==> config.mk <==
export PLATFORM = sky130hd
export DESIGN_NAME = spi_peripheral
export DESIGN_NICKNAME = d
export VERILOG_FILES = /design/src/rtl/spi_peripheral.sv
export SDC_FILE = /design/constraint.sdc
export NUM_CORES = 1
export LEC_CHECK = 0
export CAP_MARGIN = 5
export CORE_AREA = 4 4 91 93
export DETAILED_ROUTE_END_ITERATION = 6
export DIE_AREA = 0 0 95 97
export PLACE_DENSITY_LB_ADDON = 0.15
export SETUP_SLACK_MARGIN = 0.05
export SLEW_MARGIN = 10
export SYNTH_ARGS = -nofsm -noshare
export SYNTH_HDL_FRONTEND = slang
export SYNTH_SLANG_ARGS = --single-unit
==> constraint.sdc <==
create_clock -name i_clk -period 1.8 [get_ports i_clk]
set_input_delay 0.36 -clock i_clk [delete_from_list [all_inputs] [get_ports i_clk]]
set_output_delay 0.36 -clock i_clk [all_outputs]
set_load 0.05 [all_outputs]
==> src/rtl/spi_peripheral.sv <==
// SPI mode-0 peripheral with a STATUS/CONTROL/DATA register block on a simple bus.
// SPI pins are oversampled on clk through 2-flop synchronizers.
module spi_peripheral #(
    parameter logic [31:0] ADDR = 32'hd100
) (
    input  logic        i_clk,
    input  logic        i_rst,
    input  logic [31:0] i_addr,
    input  logic [31:0] i_wdata,
    input  logic [3:0]  i_wmask,
    input  logic        i_wen,
    input  logic        i_ren,
    output logic [31:0] o_rdata,
    output logic        o_ready,
    output logic        o_active,
    input  logic        i_sclk,
    input  logic        i_cs_n,
    input  logic        i_mosi,
    output logic        o_miso,
    output logic        o_miso_oe
);

    typedef enum logic [1:0] {
        StIdle,
        StShift,
        StAbort
    } state_e;

    state_e      r_state;

    logic        r_sclk_meta;
    logic        r_sclk_sync;
    logic        r_sclk_prev;
    logic        r_cs_meta;
    logic        r_cs_sync;
    logic        r_mosi_meta;
    logic        r_mosi_sync;
    logic [1:0]  r_sync_vld;
    logic        r_armed;
    logic        r_sel_prev;

    logic        r_enable;
    logic [7:0]  r_fill;
    logic [7:0]  r_tx_hold;
    logic        r_tx_empty;
    logic [7:0]  r_rx_data;
    logic        r_rx_valid;
    logic        r_overrun;

    logic [2:0]  r_bit_cnt;
    logic [7:0]  r_shift_in;
    logic [7:0]  r_shift_out;
    logic        r_byte_done;

    logic        w_hit_status;
    logic        w_hit_control;
    logic        w_hit_data;
    logic        w_ovr_clr;
    logic        w_wr_data;
    logic        w_rd_data;
    logic        w_sclk_rise;
    logic        w_sclk_fall;
    logic        w_selected;
    logic        w_start;
    logic        w_rx_done;
    logic        w_reload;
    logic        w_load;
    logic        w_busy;
    logic [7:0]  w_load_byte;
    logic [7:0]  w_rx_byte;
    logic        w_unused;

    assign w_hit_status  = (i_addr == ADDR);
    assign w_hit_control = (i_addr == ADDR + 32'd4);
    assign w_hit_data    = (i_addr == ADDR + 32'd8);

    assign w_ovr_clr = i_wen & w_hit_status & i_wmask[0] & i_wdata[2];
    assign w_wr_data = i_wen & w_hit_data & i_wmask[0];
    assign w_rd_data = i_ren & w_hit_data;

    assign w_sclk_rise = r_sclk_sync & ~r_sclk_prev;
    assign w_sclk_fall = ~r_sclk_sync & r_sclk_prev;
    assign w_selected  = r_enable & ~r_cs_sync;

    // Starting needs cs_n to have been genuinely seen high since reset, so a
    // controller still mid-frame after reset is ignored until it re-frames.
    assign w_start   = (r_state == StIdle) & w_selected & ~r_sel_prev & r_armed;
    assign w_rx_done = (r_state == StShift) & w_selected & w_sclk_rise & (r_bit_cnt == 3'd7);
    assign w_reload  = (r_state == StShift) & w_selected & w_sclk_fall & (r_bit_cnt == 3'd0)
                       & r_byte_done;
    assign w_load    = w_start | w_reload;

    assign w_load_byte = r_tx_empty ? r_fill : r_tx_hold;
    assign w_rx_byte   = {r_shift_in[6:0], r_mosi_sync};
    assign w_busy      = (r_state == StShift) && (r_bit_cnt != 3'd0);

    assign o_ready   = 1'b1;
    assign o_active  = w_hit_status | w_hit_control | w_hit_data;
    assign o_miso_oe = w_selected;
    assign o_miso    = w_selected & r_shift_out[7];

    assign w_unused = ^{i_wdata[31:16], i_wmask[3:2]};

    always_comb begin
        o_rdata = 32'd0;
        if (w_hit_status) begin
            o_rdata = {27'd0, w_busy, w_selected, r_overrun, r_tx_empty, r_rx_valid};
        end else if (w_hit_control) begin
            o_rdata = {16'd0, r_fill, 7'd0, r_enable};
        end else if (w_hit_data) begin
            o_rdata = {24'd0, r_rx_data};
        end
    end

    always_ff @(posedge i_clk) begin
        if (i_rst) begin
            r_state     <= StIdle;
            r_sclk_meta <= 1'b0;
            r_sclk_sync <= 1'b0;
            r_sclk_prev <= 1'b0;
            r_cs_meta   <= 1'b1;
            r_cs_sync   <= 1'b1;
            r_mosi_meta <= 1'b0;
            r_mosi_sync <= 1'b0;
            r_sync_vld  <= 2'b00;
            r_armed     <= 1'b0;
            r_sel_prev  <= 1'b0;
            r_enable    <= 1'b0;
            r_fill      <= 8'd0;
            r_tx_hold   <= 8'd0;
            r_tx_empty  <= 1'b1;
            r_rx_data   <= 8'd0;
            r_rx_valid  <= 1'b0;
            r_overrun   <= 1'b0;
            r_bit_cnt   <= 3'd0;
            r_shift_in  <= 8'd0;
            r_shift_out <= 8'd0;
            r_byte_done <= 1'b0;
        end else begin
            r_sclk_meta <= i_sclk;
            r_sclk_sync <= r_sclk_meta;
            r_sclk_prev <= r_sclk_sync;
            r_cs_meta   <= i_cs_n;
            r_cs_sync   <= r_cs_meta;
            r_mosi_meta <= i_mosi;
            r_mosi_sync <= r_mosi_meta;
            r_sync_vld  <= {r_sync_vld[0], 1'b1};
            r_sel_prev  <= w_selected;
            if (r_sync_vld[1] && r_cs_sync) begin
                r_armed <= 1'b1;
            end

            if (i_wen && w_hit_control) begin
                if (i_wmask[0]) r_enable <= i_wdata[0];
                if (i_wmask[1]) r_fill <= i_wdata[15:8];
            end

            // A DATA write in a load cycle wins tx_empty; the load used the old byte.
            if (w_load) r_tx_empty <= 1'b1;
            if (w_wr_data) begin
                r_tx_hold  <= i_wdata[7:0];
                r_tx_empty <= 1'b0;
            end

            if (w_rd_data) r_rx_valid <= 1'b0;
            if (w_ovr_clr) r_overrun <= 1'b0;
            if (w_rx_done) begin
                r_rx_data  <= w_rx_byte;
                r_rx_valid <= 1'b1;
                if (r_rx_valid && !w_rd_data) r_overrun <= 1'b1;
            end

            if (!r_enable) begin
                r_state   <= StIdle;
                r_bit_cnt <= 3'd0;
            end else begin
                case (r_state)
                    StIdle: begin
                        if (w_start) begin
                            r_state     <= StShift;
                            r_shift_out <= w_load_byte;
                            r_shift_in  <= 8'd0;
                            r_bit_cnt   <= 3'd0;
                            r_byte_done <= 1'b0;
                        end
                    end
                    StShift: begin
                        if (!w_selected) begin
                            r_state <= (r_bit_cnt == 3'd0) ? StIdle : StAbort;
                        end else if (w_sclk_rise) begin
                            r_shift_in <= w_rx_byte;
                            r_bit_cnt  <= r_bit_cnt + 3'd1;
                            if (r_bit_cnt == 3'd7) r_byte_done <= 1'b1;
                        end else if (w_sclk_fall) begin
                            if (w_reload) begin
                                r_shift_out <= w_load_byte;
                            end else begin
                                r_shift_out <= {r_shift_out[6:0], 1'b0};
                            end
                        end
                    end
                    StAbort: begin
                        r_state   <= StIdle;
                        r_bit_cnt <= 3'd0;
                    end
                    default: r_state <= StIdle;
                endcase
            end
        end
    end

endmodule

After elaboration in Yosys (flattened, before gate mapping)
Cells that the tools add are included.

Output and inout port bits: 36. Bits in registers: 60. Input bits: 75.

Add/subtract/negate cells: 1. Bitwise gates (word level): 27. Eq/ne operators: 13. Multiplexer cells: 35. Reductions and logical operators: 20.

Operators with widths (count): 32-bit by 16-bit equality test with 1-bit output (second input constant) (3); 8-bit 2-to-1 mux (7); 16-bit 2-to-1 mux (2); 7-bit 2-to-1 mux (3); 1-bit AND (19); 8-bit case mux with 2 select lines (1); 7-bit case mux with 2 select lines (1); 1-bit 2-to-1 mux (12); 2-bit inequality test (second input constant) (6); 6-bit AND reduction (2); 3-bit 2-to-1 mux (3); 3-bit case mux with 3 select lines (1); 2-bit 2-to-1 mux (3); 2-bit AND reduction (3); 2-bit nonzero test (3); 3-bit nonzero test (2); 1-bit NOT (5); 5-bit AND reduction (1); 1-bit logical AND (4); 2-bit case mux with 2 select lines (1); 4-bit AND reduction (1); 3-bit by 1-bit adder with 3-bit output (second input constant) (1); 3-bit equality test (second input constant) (1); 3-bit zero test (1); 8 further kinds (10).

Longest topological paths before layout
Word-level depth: 11. Mapped depth: 8.

Worst setup path before layout
No wires, ideal clock.

Path kind: input-to-output. Start: in i_addr[18]. End: out o_active. Cell stages on the path: 3. Path buffers: 0. Arrival time: 2.071 ns. Required time: 1.440 ns. Path slack: -0.631 ns. Path through: nor4_4 > nand4_4 > a211oi_1.

Word-level cells in the longest chain between the ends: 3.

Ends and longest elaborated chain: start: declaration (RTL line 8) `input logic [31:0] i_addr,`; 32-bit by 16-bit equality test with 1-bit output, on equally long branches (RTL line 73, 74); 1-bit bitwise OR (RTL line 98) `assign o_active = w_hit_status | w_hit_control | w_hit_data;`; 1-bit bitwise OR * (RTL line 98); end: declaration (RTL line 15) `output logic o_active,`.

Mark *: on every way between the ends. The rest lies on a longest branch, timed or not.

Final worst setup path
Start: in i_addr[24]. End: out o_rdata[4].

Word-level cells in the longest chain between the ends: 4.

Ends and longest elaborated chain: 32-bit by 16-bit equality test with 1-bit output (RTL line 75) `assign w_hit_data = (i_addr == ADDR + 32'd8);`; 8-bit 2-to-1 mux (RTL line 110) `end else if (w_hit_data) begin`; 16-bit 2-to-1 mux (RTL line 108) `end else if (w_hit_control) begin`; 16-bit 2-to-1 mux * (RTL line 106) `if (w_hit_status) begin`; end: declaration (RTL line 13) `output logic [31:0] o_rdata,`.

Marks and branches as above.

==> results.toml <==
[outcome]
status = "complete, but fails checks"
violations = "negative setup slack"

[synthesis]
synthArstFlopShare = 0
syn-cell-area_sq_um = 2830
yosys_register_bits = 60
dominantRegCellSynth = "dfxtp_1"
ys_seq_area_frac = 0.424
synth_edf_count = 0
synth_most_common_cell = "dfxtp_1"
synth_cell_types = 38
yosysWarnings = 0
synth_area_leaders = "dfxtp_1, mux2i_1, nor2_1, buf_4, nor4_4"
yosys-top-cells-count = "dfxtp_1, nor2_1, mux2i_1"
yosys.area.top_type = "dfxtp_1"
synth_area_per_cell_sq_um = 9.22
synth.top_cell.area_share = 0.424
synthCells = 307

[power_and_ir_drop]
vdd_drop_max_mv = 0.456
power_density_nw_per_um2 = 646
leakage_uw = 0.00186
power_uw = 2850

[layout]
finalNonFillerCells = 524
nets = 495
drive_gt1_frac = 0.329
post-route-util = 0.586
multi_input_comb_area_sq_um = 1640
area_growth_pct = 55.7
n_fill_cell = 677
insertedDiodeCount = 0
seqCellArea_sq_um = 1200

[route]
vias_per_cell = 4.66
wl_met3_microns = 553
drt_drc_violations_left = 0
route.met2.wl_microns = 3450
wl_microns = 7530
ant_nets = 0
routedWlPerCell_microns = 14.4
dr.max_layer_used = "met4"
dr.pass1.iters = 4
vias = 2444
wl_met1_microns = 3420
first_iter_violations = 89

[global_route]
grt_max_degree = 19
gr-total-overflow = 0
grt_pass1_vias = 2361
grt_pass1_wl_microns = 11500
antenna_found_initial = 0
grt_use_total = 0.161

[floorplan]
ios = 111
row_count = 32
die_x_microns = 95
die_area_sq_um = 9220
start_util = 0.376
fp.dieH_microns = 97
core-area_sq_um = 7530

[timing]
clock.fmax_mhz = 478
fin_hold_ws_ns = 0.385
slew_viol_final = 0
clock_skew_ns = 0.00482
setup_slack_ns = -0.290
rsz0062_at_grt = "yes"
period_needed_ns = 2.09
setup_violations = 18
fin_crit_sh = 1.16
report.final.hold_viol_count = 0

[place]
port_buffers = 75
place_ws_ns = -0.680
hpwlAfterDp_microns = 5630
place_congestion = 0.771
numPlacedInstances = 495

[clock_network]
clkTransAtPathRegs_ns = 0.06
cts_buffers = 9
cts_tree = "done"
worstSkewPairLatency_ns = 0.33
cts_num_sinks = 60
clk_path_buf_depth = 2
cts_hold_buf = 0
cts-root-buf = "clkbuf_8"
htreeDepth = 3

[critical_path]
worst-endpoint-arrival_ns = 1.73
worstSetupStartpointType = "primary input"
worst-setup-path-type = "primary input to output port"
cp_max_fo = 5
crit_required_ns = 1.44
end_kind = "output port"

[flow_run]
maxCapViolCount = 0

[hold_path]
hold_path_class = "primary input to register"
-- area by class of cell --
type,count,share of cell area
clock buffers,12,0.0352
well taps,102,0.0290
flip-flops and latches,60,0.273
clock inverters,4,0.0108
multi-input cells,224,0.372
inverters,9,0.00852
repair buffers,113,0.271
-- worst max-delay path: stages --
cell and delay, ns:
buf_6 0.10, nor4_4 0.33, nand4_4 0.18, or3_4 0.48, nor2_4 0.13, buf_12 0.14
-- flip-flops by register name, indices dropped and copies added (netlist names), 2 cells and up --
name	flops
r_state	2
r_shift_out	8
r_shift_in	7
r_rx_data	8
r_bit_cnt	3
r_tx_hold	8
r_sync_vld	2
r_fill	8
-- cell families (layout without fill, tap and decap cells) --
group                    after synthesis  after routing  share of synthesized area
AND/OR/NAND/NOR                      123            123                      0.250
flip-flops                            60             60                      0.424
AO/OA/AOI/OAI                         45             45                      0.108
buffers and inverters                 38            138                     0.0738
multiplexers                          36             36                      0.128
adder cells (fa/ha/maj)                3              3                     0.0133
other                                  2             17                    0.00265
-- placed cells by master, fill, tap and decap left out, types with 8 or more instances in the layout --
cell	count
dfxtp_1	57
nor2_1	40
mux2i_1	35
buf_4	33
nand2_1	24
clkdlybuf4s50_1	23
buf_12	20
conb_1	17
a21oi_1	15
and2_4	12
buf_2	12
clkbuf_8	11
buf_6	11
a22oi_1	9
inv_1	8
nor2b_1	8
o211ai_1	8
-- stage by stage --
stage	cell area (sq um)	setup TNS (ns)
2_1_floorplan	2980	-2.54
3_3_place_gp	4080	-20.72
3_5_place_dp	4080	-21.61
4_1_cts	4320	-4.29
5_1_grt	4410	-5.72
6_report	4410	-4.42
-- where the power goes --
part	switching, uW	internal [uW]	leakage (uW)	total [uW]
clock	513	710	0.000102	1220
sequential	3.37	1340	0.000486	1340
combinational	161	123	0.00128	284
total	678	2170	0.00186	2850
-- worst paths after layout --
check / to / slack, ns / startpoint / cells past startpoint
min: r_sel_prev / 0.38 / i_rst / 2
min reg2reg: r_cs_sync / 0.41 / r_cs_meta / 1
max reg2reg: r_byte_done / 0.15 / r_cs_sync / 8
max: o_rdata[4] / -0.29 / i_addr[24] / 6
-- timing repair --
action,in CTS,in global routing
resized for setup,115,15
setup endpoints to repair,37,46
setup buffers,7,5
pin swaps,20,8
cloned,1,1
-- routing by layer --
metal,up-vias,GRT usage
met1,1107,0.209
li1,1243,-
met4,0,0.0677
met5,-,0
met2,85,0.252
met3,9,0.0404
(Power assumes the default switching activity.)
